<file path="src/rtl/tcm_lsu_ctrl_if.sv">
// Core memory-stage request/response channels plus the single-port TCM SRAM port.
// Pure wiring: no logic and no added latency.
// Backpressure travels on req_ready and rsp_ready. The SRAM port has no flow control.
interface tcm_lsu_ctrl_if #(
    parameter int AW     = 32,
    parameter int RAM_AW = 32
);
    logic              req_valid;
    logic              req_ready;
    logic              req_we;
    logic [1:0]        req_size;
    logic              req_unsigned;
    logic [AW-1:0]     req_addr;
    logic [31:0]       req_wdata;

    logic              rsp_valid;
    logic              rsp_ready;
    logic [31:0]       rsp_rdata;
    logic              rsp_err;

    logic [RAM_AW-1:0] ram_addr;
    logic [31:0]       ram_din;
    logic              ram_we;
    logic [3:0]        ram_wem;
    logic [31:0]       ram_dout;

    // Core plus SRAM side.
    modport master (
        output req_valid, req_we, req_size, req_unsigned, req_addr, req_wdata,
        input  req_ready,
        input  rsp_valid, rsp_rdata, rsp_err,
        output rsp_ready,
        input  ram_addr, ram_din, ram_we, ram_wem,
        output ram_dout
    );

    // Load/store unit side.
    modport slave (
        input  req_valid, req_we, req_size, req_unsigned, req_addr, req_wdata,
        output req_ready,
        output rsp_valid, rsp_rdata, rsp_err,
        input  rsp_ready,
        output ram_addr, ram_din, ram_we, ram_wem,
        input  ram_dout
    );
endinterface

</file>
<file path="src/rtl/tcm_lsu_ctrl.sv">
// Byte/half/word load-store initiator for a single-port TCM with registered-address read.
// Latency: store response at T+1 and load response at T+2, one request in flight.
// Backpressure: req_ready only in IDLE, and the response is held until rsp_ready.
// Optional alignment checking is enabled by defining LSU_MISALIGN_CHECK_EN.
module tcm_lsu_ctrl #(
    parameter int AW     = 32,
    parameter int RAM_AW = 32
) (
    input  logic            clk,
    input  logic            rst_n,
    tcm_lsu_ctrl_if.slave   bus
);
    typedef enum logic [1:0] {IDLE, RD, RESP} state_t;

    state_t            state, state_nxt;
    logic [RAM_AW-1:0] req_word;
    logic [RAM_AW-1:0] waddr_q;
    logic [1:0]        off_q;
    logic [1:0]        size_q;
    logic              uns_q;
    logic [31:0]       rsp_rdata_q;
    logic              rsp_err_q;
    logic [1:0]        off;
    logic [1:0]        eff_size;
    logic              req_err;
    logic              accept;
    logic [3:0]        st_wem;
    logic [31:0]       st_din;
    logic [31:0]       ld_data;
    logic [7:0]        ld_byte;
    logic [15:0]       ld_half;
    logic              ram_we_c;
    logic [3:0]        ram_wem_c;
    logic [31:0]       ram_din_c;
    logic [RAM_AW-1:0] ram_addr_c;

    assign off      = bus.req_addr[1:0];
    assign req_word = RAM_AW'(bus.req_addr >> 2);
    assign accept   = (state == IDLE) && bus.req_valid;

    // Size decode. Reserved size 2'b11 folds into word, and the check flags misalignment.
    always_comb begin
        eff_size = (bus.req_size == 2'b11) ? 2'b10 : bus.req_size;
`ifdef LSU_MISALIGN_CHECK_EN
        req_err = ((bus.req_size == 2'b01) && off[0]) ||
                  ((bus.req_size == 2'b10) && (off != 2'b00)) ||
                  (bus.req_size == 2'b11);
`else
        req_err = 1'b0;
`endif
    end

    // Store lane mask and lane-replicated write data.
    always_comb begin
        st_wem = 4'b1111;
        st_din = bus.req_wdata;
        case (eff_size)
            2'b00: begin
                st_wem = 4'b0001 << off;
                st_din = {4{bus.req_wdata[7:0]}};
            end
            2'b01: begin
                st_wem = off[1] ? 4'b1100 : 4'b0011;
                st_din = {2{bus.req_wdata[15:0]}};
            end
            default: begin
                st_wem = 4'b1111;
                st_din = bus.req_wdata;
            end
        endcase
    end

    // Load lane extraction and extension from the SRAM read word.
    always_comb begin
        ld_byte = bus.ram_dout[8*off_q +: 8];
        ld_half = off_q[1] ? bus.ram_dout[31:16] : bus.ram_dout[15:0];
        case (size_q)
            2'b00:   ld_data = uns_q ? {24'd0, ld_byte} : {{24{ld_byte[7]}}, ld_byte};
            2'b01:   ld_data = uns_q ? {16'd0, ld_half} : {{16{ld_half[15]}}, ld_half};
            default: ld_data = bus.ram_dout;
        endcase
    end

    // State register. Reset aborts any access in flight.
    always_ff @(posedge clk or negedge rst_n) begin
        if (!rst_n) state <= IDLE;
        else        state <= state_nxt;
    end

    // Next state and SRAM port drive. The write strobe is gated by rst_n so it drops at once on reset.
    always_comb begin
        state_nxt  = state;
        ram_we_c   = 1'b0;
        ram_wem_c  = 4'b0000;
        ram_din_c  = 32'd0;
        ram_addr_c = waddr_q;
        case (state)
            IDLE: begin
                ram_addr_c = req_word;
                if (bus.req_valid) begin
                    state_nxt = (bus.req_we || req_err) ? RESP : RD;
                    if (bus.req_we && !req_err && rst_n) begin
                        ram_we_c  = 1'b1;
                        ram_wem_c = st_wem;
                        ram_din_c = st_din;
                    end
                end
            end
            RD:      state_nxt = RESP;
            RESP:    if (bus.rsp_ready) state_nxt = IDLE;
            default: state_nxt = IDLE;
        endcase
    end

    // Request attributes are latched at accept, and the load result is captured in RD.
    always_ff @(posedge clk or negedge rst_n) begin
        if (!rst_n) begin
            waddr_q     <= '0;
            off_q       <= 2'b00;
            size_q      <= 2'b00;
            uns_q       <= 1'b0;
            rsp_rdata_q <= 32'd0;
            rsp_err_q   <= 1'b0;
        end else if (accept) begin
            waddr_q     <= req_word;
            off_q       <= off;
            size_q      <= eff_size;
            uns_q       <= bus.req_unsigned;
            rsp_rdata_q <= 32'd0;
            rsp_err_q   <= req_err;
        end else if (state == RD) begin
            rsp_rdata_q <= ld_data;
        end
    end

    assign bus.req_ready = (state == IDLE);
    assign bus.rsp_valid = (state == RESP);
    assign bus.rsp_rdata = rsp_rdata_q;
    assign bus.rsp_err   = rsp_err_q;
    assign bus.ram_addr  = ram_addr_c;
    assign bus.ram_we    = ram_we_c;
    assign bus.ram_wem   = ram_wem_c;
    assign bus.ram_din   = ram_din_c;
endmodule

</file>
<file path="src/flat_wrapper.sv">
// flat-port wrapper written by rule: the top's interface ports become plain ports
module tcm_lsu_ctrl_flat 
#(
    parameter int AW     = 32,
    parameter int RAM_AW = 32
)
  (clk, rst_n, bus_req_valid, bus_req_we, bus_req_size, bus_req_unsigned, bus_req_addr, bus_req_wdata, bus_req_ready, bus_rsp_valid, bus_rsp_rdata, bus_rsp_err, bus_rsp_ready, bus_ram_addr, bus_ram_din, bus_ram_we, bus_ram_wem, bus_ram_dout);
  tcm_lsu_ctrl_if #(.AW(AW), .RAM_AW(RAM_AW)) bus_i ();
  input  logic clk;
  input  logic rst_n;
  input wire logic [$bits(bus_i.req_valid)-1:0] bus_req_valid;
  input wire logic [$bits(bus_i.req_we)-1:0] bus_req_we;
  input wire logic [$bits(bus_i.req_size)-1:0] bus_req_size;
  input wire logic [$bits(bus_i.req_unsigned)-1:0] bus_req_unsigned;
  input wire logic [$bits(bus_i.req_addr)-1:0] bus_req_addr;
  input wire logic [$bits(bus_i.req_wdata)-1:0] bus_req_wdata;
  output wire logic [$bits(bus_i.req_ready)-1:0] bus_req_ready;
  output wire logic [$bits(bus_i.rsp_valid)-1:0] bus_rsp_valid;
  output wire logic [$bits(bus_i.rsp_rdata)-1:0] bus_rsp_rdata;
  output wire logic [$bits(bus_i.rsp_err)-1:0] bus_rsp_err;
  input wire logic [$bits(bus_i.rsp_ready)-1:0] bus_rsp_ready;
  output wire logic [$bits(bus_i.ram_addr)-1:0] bus_ram_addr;
  output wire logic [$bits(bus_i.ram_din)-1:0] bus_ram_din;
  output wire logic [$bits(bus_i.ram_we)-1:0] bus_ram_we;
  output wire logic [$bits(bus_i.ram_wem)-1:0] bus_ram_wem;
  input wire logic [$bits(bus_i.ram_dout)-1:0] bus_ram_dout;
  assign bus_i.req_valid = bus_req_valid;
  assign bus_i.req_we = bus_req_we;
  assign bus_i.req_size = bus_req_size;
  assign bus_i.req_unsigned = bus_req_unsigned;
  assign bus_i.req_addr = bus_req_addr;
  assign bus_i.req_wdata = bus_req_wdata;
  assign bus_req_ready = bus_i.req_ready;
  assign bus_rsp_valid = bus_i.rsp_valid;
  assign bus_rsp_rdata = bus_i.rsp_rdata;
  assign bus_rsp_err = bus_i.rsp_err;
  assign bus_i.rsp_ready = bus_rsp_ready;
  assign bus_ram_addr = bus_i.ram_addr;
  assign bus_ram_din = bus_i.ram_din;
  assign bus_ram_we = bus_i.ram_we;
  assign bus_ram_wem = bus_i.ram_wem;
  assign bus_i.ram_dout = bus_ram_dout;
  tcm_lsu_ctrl #(.AW(AW), .RAM_AW(RAM_AW)) u_core (.clk(clk), .rst_n(rst_n), .bus(bus_i));
endmodule
</file>
<file path="config.mk">
export PLATFORM = sky130hd
export DESIGN_NAME = tcm_lsu_ctrl_flat
export DESIGN_NICKNAME = d
export VERILOG_FILES = /design/src/rtl/tcm_lsu_ctrl_if.sv /design/src/rtl/tcm_lsu_ctrl.sv /design/src/flat_wrapper.sv
export SDC_FILE = /design/constraint.sdc
export NUM_CORES = 1
export LEC_CHECK = 0
export ABC_AREA = 1
export CORE_UTILIZATION = 37
export DETAILED_ROUTE_END_ITERATION = 8
export GPL_ROUTABILITY_DRIVEN = 0
export PLACE_DENSITY = 0.88
export REMOVE_ABC_BUFFERS = 1
export SYNTH_ARGS = -nofsm -noshare
export SYNTH_HDL_FRONTEND = slang
export SYNTH_SLANG_ARGS = --single-unit
</file>
<file path="constraint.sdc">
create_clock -name clk -period 1.3 [get_ports clk]
set_input_delay 0.13 -clock clk [delete_from_list [all_inputs] [get_ports clk]]
set_output_delay 0.13 -clock clk [all_outputs]
set_load 0.05 [all_outputs]
</file>
==> metrics.txt, run 1 <==
max-cap viol count=0; CP startpoint=u_core.state[0]; WP depth=8; Crit path max-delay family=buffers and inverters; Worst R2R Path Depth=8; Worst-Skew Late Latency=approximately 340 ps; Finished Core Util=80.9%; YS warnings=0; largest family of logic cells by synthesized area=simple AND/OR/NAND/NOR gates; Compound-Gate Fraction of Synth Area=14.5%; HPWL Detailed=10.7 mm; sequential fraction of the synthesis area=41.9%; DIE HEIGHT=108 µm; vias in the first global route=5182; Hold Path Class=primary input to asynchronous set/reset pin; final hold vios=0; CTS HTree Levels=3; #FFs+latches synth=69; largest net degree at the start of global routing=70; Max Slew Vio Count=0; setup total negative slack=-34020 ps; post-synthesis mux area share=0%; Avg WL per Cell=17.0 µm; Num CTS Buffers=9; r2r endpoint=u_core.off_q[0]; cts hold-fix bufs=0; grt met2 use=51.1%; Final Worst Setup Slack=-524 ps; most crowded layer after global routing=met2; Leakage Power=0.00414 µW; Synth Area in Simple Gates=33.7%; crit path capture=bus_ram_din[0]; Final Skew=10.0 ps; total number of vias=5274; Total GRT Usage=27.7%; Yosys cell types=25; diodes inserted=0; total grt overflow=0; M3 GR Usage=~5.7%; Synth Area in Adders=0%; FMAX=between 0.5 and 0.6 GHz; clk slew on worst S/H paths=roughly 80 ps; CTS tree=yes; unrepaired setup endpoints after global routing=true; Worst EP required=1170 ps; die area=11600 µm²; clock sink count=69; commonest non-fill, non-tap cell in the layout=nand2_1; slowest stage cell, crit path=dfrtp_1; clk buf depth=2; most frequent cells in the layout=215 x nand2_1, 109 x buf_12, 102 x clkdlybuf4s50_1, 68 x dfrtp_1, 54 x inv_1; fin crit share=140%; Reg2Reg Launch Point=u_core.state[0]; Worst setup SP type=flip-flop; initial DRC count=a little under 400; Tightest Pin Transition=870 ps; layout cell share with drive strength beyond 1=34.4%; XOR/XNOR Fraction of Synth Area=0%; register-to-register setup slack=-160 ps; CP bufs+invs=5; Post-Syn Area=just over 4000 µm²; CP arrival=1690 ps; Post-Layout Cell Count=1023; worst path cell trace=inv_2 -> nand2_4 -> nor3_4 -> buf_6 -> inv_6 -> clkbuf_16 -> nor2_4 -> buf_12; Root Driver=clkbuf_8; CP Capture Type=output pin; final setup fails=134; Starting Density=38.0%; post-place setup slack=-437 ps; CP max stage delay=390 ps; FP Rows=38; Final nets=982; Synth Instances=627; initial antenna violation count=0; Core Box Area=10800 µm²; CP max FO=4; Slew HR=between 40% and 50%; GRT met1 Usage=30.9%; drt drc=0; vias per cell=a little over 5; Syn Area/Cell=6.57 µm²; Area growth syn-to-layout=113%; DRT Pass-1 Iters=5; Die X=approximately 110 µm; violated checks=setup timing; power per cell area=~1700 nW/µm²; antenna viol nets, final=0; PortBufs=204; first-pass GRT wire length=24.9 mm; outcome=finished with violations; placed cells=991; IO Count=208; worst setup path class=flip-flop to output pin; WL final=17.4 mm; clock period minus worst slack=1820 ps; Worst VDD drop=between 1 and 1.5 mV
Yosys cell counts (all sizes together):
cell    instances  area share [%]
clkinv          2            0.18
o211ai          1            0.18
a21oi          26             3.2
nor3            1            0.24
buf            10             1.7
nand3          19             2.6
nand2         238              22
inv            62             5.8
o21ai          82              10
o22ai           8             1.2
clkbuf         23             2.1
nor2           85             8.4
conb            1           0.091
dfrtp          69              42
cells by family (layout without fill, tap and decap cells):
logic type,Yosys count,in the layout
compound gates,117,117
other cells,1,3
simple gates,343,344
flops,69,69
buf+inv,97,350
cell type report:
cell class,count,area [µm²]
sequential,69,1730
timing repair buffer,270,3790
clock inverter,6,86.3
clock buffer,10,138
fill,625,2070
multi-input combinational,464,2600
tap,140,175
inverter,64,255
repair_timing:
action / CTS / global route
pin swaps: 21 / 13
endpoints found under the setup margin: 130 / 137
cloned: 3 / 6
hold endpoints to repair: 0 / 0
setup buffers: 6 / 1
resized for setup: 182 / 49
sequential cells by signal, summed over array words and instances, names as in the netlist:
name	count
u_core.waddr_q	30
u_core.bus.rsp_rdata	32
u_core.size_q	2
u_core.off_q	2
u_core.state	2
u_core.uns_q	1
through the flow:
step | hold slack, ps | area, µm² | power [µW]
2_1_floorplan | -166 | 3970 | 7040
3_3_place_gp | 422 | 7670 | 11200
3_5_place_dp | 433 | 7670 | 11400
4_1_cts | 58.0 | 8450 | 14000
5_1_grt | 92.5 | 8770 | 15100
6_report | 11.4 | 8770 | 14500
where the power goes:
part | internal (µW) | total [µW] | leakage [µW] | switching [µW]
Sequential | 2750 | 3280 | 0.000891 | 527
Clock | 1130 | 1980 | 0.000112 | 851
Combinational | 4140 | 9220 | 0.00314 | 5080
per-layer routing:
layer | share of wire [%] | vias to the layer above | wire (µm)
met1 | 37 | 2507 | 6450
li1 | - | 2456 | -
met4 | 3.4 | 0 | 599
met5 | 0 | - | 0
met3 | 7.0 | 48 | 1230
met2 | 53 | 263 | 9160
how the worst min path moves through the flow:
stage | start | to | depth (start not counted)
3_3_place_gp | rst_n | u_core.bus.rsp_rdata[31] | 2
4_1_cts | rst_n | u_core.bus.rsp_rdata[9] | 2
5_1_grt | rst_n | u_core.bus.rsp_rdata[9] | 2
2_1_floorplan | rst_n | u_core.bus.rsp_rdata[0] | 0
6_report | rst_n | u_core.bus.rsp_rdata[9] | 2
3_5_place_dp | rst_n | u_core.bus.rsp_rdata[9] | 2
(Power assumes the default switching activity.)
==> run 2: changes to the inputs <==
- ABC_AREA: 1 -> unset
- CORE_UTILIZATION: 37 -> 36
- GPL_TIMING_DRIVEN: unset -> 0
- HOLD_SLACK_MARGIN: unset -> 0.05
- PLACE_DENSITY: 0.88 -> 0.87
==> run 2 against run 1 <==
Against the previous run:
- the flow finishes with violations (hold timing, setup timing)
- clock power is 16% lower
- die area is 0.12% lower
- critical path depth is 2 lower
- global-route usage fell by 1.6 points
- register-to-register slack worse by 340 ps
- first-iteration DRC count is 30% lower
- utilization shrank 12 points
- hold slack lost 200 ps
- wire length fell by 5.4%
==> metrics.txt, run 2 <==
outcome=finished with violations; violated checks=hold timing, setup timing; Final Worst Setup Slack=-719 ps; Worst VDD drop=1.79 mV; clock period minus worst slack=2020 ps; Total GRT Usage=26.1%; CTS tree=yes; Leakage Power=0.00347 µW; YS warnings=0; clock sink count=69; placed cells=765; Fillers=747; unrepaired setup endpoints after global routing=true; most frequent cells in the layout=107 x nand2_1, 99 x clkdlybuf4s50_1, 64 x dfrtp_1, 45 x buf_6, 37 x buf_4; Synth Instances=454; Final nets=799; register-to-register setup slack=-500 ps; vias in the first global route=approximately 4500; EDFF count, synth=0; total number of vias=4679; clk buf depth=2; Num CTS Buffers=9; antenna viol nets, final=0; post-place setup slack=-3850 ps; dpl cell area=6080 µm²; main flop type after synthesis=dfrtp_1; Core Box Area=around 11000 µm²; CP arrival=1890 ps; max FFs per register=32; setup total negative slack=-63950 ps; PortBufs=204; Post-Layout Cell Count=840; FMAX=~0.5 GHz; sequential fraction of the synthesis area=43.1%; Slew HR=roughly half; Post-Syn Area=4000 µm²; Worst R2R Path Depth=4; largest net degree at the start of global routing=74; Worst-Skew Late Latency=360 ps; final setup fails=134; ys async rst share=100%; Finished Core Util=69.3%; Max Slew Vio Count=0; diodes inserted=0; Worst EP required=1170 ps; worst setup path class=primary input to output pin; IO Count=roughly 210; top cells by area, synth=dfrtp_1 43%, nand2_1 11%, mux2_2 10%, mux2i_1 4.3%, a221o_1 4.0%; Reg2Reg Launch Point=u_core.off_q[1]; fin crit share=155%; vias per cell=5.57; CP Capture Type=output pin; HPWL Detailed=9.18 mm; Starting Density=36.9%; #FFs+latches synth=69; Hold Path Class=primary input to asynchronous set/reset pin; layout cell share with drive strength beyond 1=40.0%; area fraction of the dominant cell type after synthesis=43.1%; WL final=16.5 mm; Tightest Pin Transition=about 780 ps; worst path cell trace=dlygate4sd2_1 -> and2_4 -> buf_12 -> nand3_4 -> nor2_1 -> buf_4; worst hold slack=-184 ps; power per cell area=around 2400 nW/µm²; FP Rows=38; initial DRC count=between 200 and 300; CP startpoint=bus_req_valid; max-cap viol count=0; Area growth syn-to-layout=87.7%; Root Driver=clkbuf_8; post-route cell area=7510 µm²; Syn Area/Cell=approximately 8.8 µm²; Worst setup SP type=primary input; Die X=107 µm; initial antenna violation count=0; first-pass GRT wire length=23.3 mm; DIE HEIGHT=about 110 µm; CP max FO=9; largest area contributor in the netlist=dfrtp_1; total grt overflow=0; die area=~12000 µm²; Yosys cell types=33; count leader, synth=nand2_1; DRT Pass-1 Iters=5; Final Skew=9.75 ps; drt drc=0; CTS HTree Levels=3; clk slew on worst S/H paths=80 ps; slowest stage cell, crit path=dlygate4sd2_1; Post-synth top cells=115 x nand2_1, 69 x dfrtp_1, 37 x mux2_2, 37 x nor2_1, 30 x o21ai_0; r2r endpoint=u_core.bus.rsp_rdata[16]; Avg WL per Cell=19.6 µm; commonest non-fill, non-tap cell in the layout=nand2_1; final hold vios=69; CP max stage delay=710 ps
## run 2: cell count changes in the layout (fill, tap and decap cells not counted), moves of 21 or more
cell | previous run | this run
o21ai_2 | 26 | 2
clkdlybuf4s15_2 | 0 | 21
inv_1 | 54 | 3
mux2_4 | 0 | 21
nor2_1 | 46 | 13
nand2_1 | 215 | 107
buf_6 | 10 | 45
buf_8 | 2 | 30
buf_12 | 109 | 4
## run 2: area by class of cell
class,instances,area [µm²],area share (%)
clock buffers,11,151,2.02
clock inverters,5,33.8,0.450
inverters,6,31.3,0.416
multi-input cells,356,2660,35.4
flip-flops and latches,69,1730,23.1
well taps,140,175,2.33
repair buffers,251,2720,36.2
repair inverters,2,12.5,0.167
## run 2: kinds of logic after synthesis
kind of cell	synth area share [%]
buffers and inverters	4.75
muxes	15.0
DFF	43.1
AOI/OAI and AO/OA	18.2
other	0.0937
and+or+nand+nor	18.8
## run 2: worst max-delay path by stage
stage                                 end  slack (ps)  cells after the start
after detailed placement   bus_ram_din[2]       -3850                      6
after global routing       bus_ram_din[4]        -770                      6
after global placement     bus_ram_din[1]       -5070                      5
after floorplan            bus_ram_din[0]       -3990                      5
final                     bus_ram_din[22]        -720                      6
after CTS                  bus_ram_din[2]        -710                      6
## run 2: metrics by stage
stage               power (µW)  hold slack [ps]
finish                   18000             -184
detailed placement       13200              310
CTS                      16500            -26.8
floorplan                 9250             -166
global placement         12400              454
global route             18700             -137
## run 2: layer usage
metal / routed length (µm) / track usage (%) / up-vias
li1: - / - / 2092
met1: 6640 / 32.2 / 2318
met2: 8300 / 46.6 / 239
met3: 1200 / 5.21 / 30
met4: 358 / 6.16 / 0
met5: 0 / 0 / -
## run 2: power breakdown
part / leakage [µW] / switching, µW / internal [µW]
clock: 0.0000917 / 875 / 797
combinational: 0.00249 / 7260 / 5130
sequential: 0.000888 / 805 / 3110
total: 0.00347 / 8940 / 9040
## run 2: worst max-delay path, delay by kind of cell
kind	cells	cell delay, ps
buffers and inverters	3	1050
and+or+nand+nor	3	700
## run 2: timing repair
action                     4_1_cts  5_1_grt
pin swaps                       27       29
gates cloned                    11        3
buffers inserted                24       22
gates resized for setup        616      119
setup endpoints to repair      170      148
hold endpoints to repair        69       69
==> run 3: changes to the inputs <==
--- a/config.mk
+++ b/config.mk
@@ -7,3 +7,3 @@
 export LEC_CHECK = 0
-export CORE_UTILIZATION = 36
+export CORE_UTILIZATION = 40
 export DETAILED_ROUTE_END_ITERATION = 8
@@ -12,3 +12,3 @@
 export HOLD_SLACK_MARGIN = 0.05
-export PLACE_DENSITY = 0.87
+export PLACE_DENSITY = 0.91
 export REMOVE_ABC_BUFFERS = 1
==> constraint.sdc (replaced) <==
create_clock -name clk -period 2.08 [get_ports clk]
set_input_delay 0.208 -clock clk [delete_from_list [all_inputs] [get_ports clk]]
set_output_delay 0.208 -clock clk [all_outputs]
set_load 0.01 [all_outputs]
==> run 3 against run 2 <==
Against the previous run:
- setup slack better by 610 ps
- clock power down 34%
- utilization up 1.6 points
- via count up 2.1%
- hold slack better by 63 ps
- cell count down 1.3%
- combinational power down 62%
- sequential cell count unchanged
- the run still ends with hold timing, setup timing left
==> metrics.txt, run 3 (same netlist as run 2, synthesis figures left out) <==
outcome=finished with violations; violated checks=hold timing, setup timing; Root Driver=clkbuf_8; Final Skew=17.6 ps; Final nets=796; Crit path max-delay family=buffers and inverters; slowest stage cell, crit path=dfrtp_2; diodes inserted=0; total number of vias=around 4800; FMAX=between 0.4 and 0.5 GHz; DRT Pass-1 Iters=5; drt drc=0; worst path cell trace=buf_6 -> buf_6 -> nor2_4 -> buf_12 -> buf_8 -> buf_6 -> mux2_4 -> buf_6; vias per cell=5.76; largest net degree at the start of global routing=74; clk buf depth=2; Num CTS Buffers=9; Worst-Skew Late Latency=360 ps; HPWL Detailed=9.24 mm; unrepaired setup endpoints after global routing=true; clk slew on worst S/H paths=90 ps; WL final=16.8 mm; CTS HTree Levels=3; CP arrival=around 2000 ps; worst setup path class=flip-flop to output pin; FP Rows=36; max FFs per register=32; antenna viol nets, final=0; Starting Density=41.1%; Area growth syn-to-layout=72.2%; commonest non-fill, non-tap cell in the layout=clkdlybuf4s50_1; CP max FO=5; Worst VDD drop=0.832 mV; layout cell share with drive strength beyond 1=29.0%; Leakage Power=0.00313 µW; Tightest Pin Transition=926 ps; clock period minus worst slack=2190 ps; max-cap viol count=0; initial antenna violation count=0; PortBufs=204; CTS tree=yes; die area=10400 µm²; Slew HR=38.0%; final setup fails=16; most frequent cells in the layout=132 x clkdlybuf4s50_1, 114 x nand2_1, 66 x dfrtp_1, 42 x buf_6, 31 x mux2_2; final hold vios=69; fin crit share=105%; CP max stage delay=460 ps; Core Box Area=9730 µm²; CP Capture Type=output pin; first-pass GRT wire length=24.1 mm; Die X=slightly above 100 µm; Top cell by count, worst path=buf_6; Worst EP required=approximately 1900 ps; DIE HEIGHT=around 100 µm; initial DRC count=323; power per cell area=between 1000 and 1500 nW/µm²; Max Slew Vio Count=0; clock sink count=around 70; IO Count=208; Total GRT Usage=a little under a third; CP bufs+invs=6; worst hold slack=-122 ps; placed cells=758; post-place setup slack=-2870 ps; Hold Path Class=primary input to asynchronous set/reset pin; total grt overflow=0; Post-Layout Cell Count=829; Final Worst Setup Slack=-105 ps; vias in the first global route=4627; Avg WL per Cell=20.3 µm; Worst setup SP type=flip-flop
-- run 3: changes by cell type in the layout (fill, tap and decap cells not counted), sizes merged --
cell | before | now
buf | 116 | 82
bufbuf | 1 | 0
bufinv | 0 | 1
clkbuf | 15 | 21
clkdlybuf4s15 | 21 | 15
clkdlybuf4s50 | 99 | 132
clkinv | 4 | 2
dlygate4sd2 | 1 | 12
dlymetal6s2s | 9 | 1
inv | 5 | 6
nand2 | 118 | 115
nor2b | 4 | 3
o311a | 2 | 1
-- run 3: through the flow --
step	utilization, %	cell area (µm²)	total power [µW]	setup TNS (ps)
final	70.9	6890	8280	-665
after detailed placement	62.4	6070	6300	-139540
after floorplan	-	3840	4240	-147360
after global routing	70.9	6890	8690	-2340
after CTS	69.2	6740	7860	-980
after global placement	62.2	6050	6150	-395630
-- run 3: power breakdown --
part           total (µW)  switching (µW)  internal [µW]  leakage, µW
sequential           2430             494           1940     0.000891
clock                1100             553            547    0.0000915
combinational        4750            2250           2500      0.00215
total                8280            3300           4980      0.00313
-- run 3: worst paths after layout --
kind	from	to	slack, ps	cells after the start
worst max-delay path	u_core.state[0]	bus_ram_addr[9]	-110	8
worst min-delay path	rst_n	u_core.waddr_q[13]	-120	1
worst max register to register	u_core.state[1]	u_core.bus.rsp_rdata[6]	100	6
worst min register to register	u_core.waddr_q[25]	u_core.waddr_q[25]	480	2
max in group asynchronous	rst_n	u_core.state[0]	1670	1
min in group clk	bus_req_valid	u_core.state[1]	330	3
-- run 3: layout make-up --
| type | count | area, µm² |
|---|---|---|
| Fill cell | 674 | 2840 |
| Timing Repair Buffer | 254 | 2450 |
| Multi-Input combinational cell | 351 | 2320 |
| Sequential cell | 69 | 1730 |
| Tap cell | 133 | 166 |
| Clock buffer | 9 | 124 |
| Clock inverter | 6 | 63.8 |
| Inverter | 6 | 26.3 |
| Timing Repair inverter | 1 | 7.51 |
-- run 3: metal layers --
metal / share of wire (%) / GRT usage [%] / wire length, µm / vias to the layer above
li1: - / - / - / 2066
met4: 4.5 / 15.7 / 760 / 0
met1: 37 / 36.3 / 6270 / 2294
met5: 0 / 0 / 0 / -
met3: 8.8 / 5.75 / 1480 / 66
met2: 49 / 52.1 / 8330 / 350
-- run 3: repair_timing --
item | in CTS | in global routing
pin swaps | 17 | 5
resized for setup | 248 | 63
setup buffers | 38 | 13
cloned | 8 | 0
endpoints found under the hold margin | 69 | 69
endpoints found under the setup margin | 136 | 69
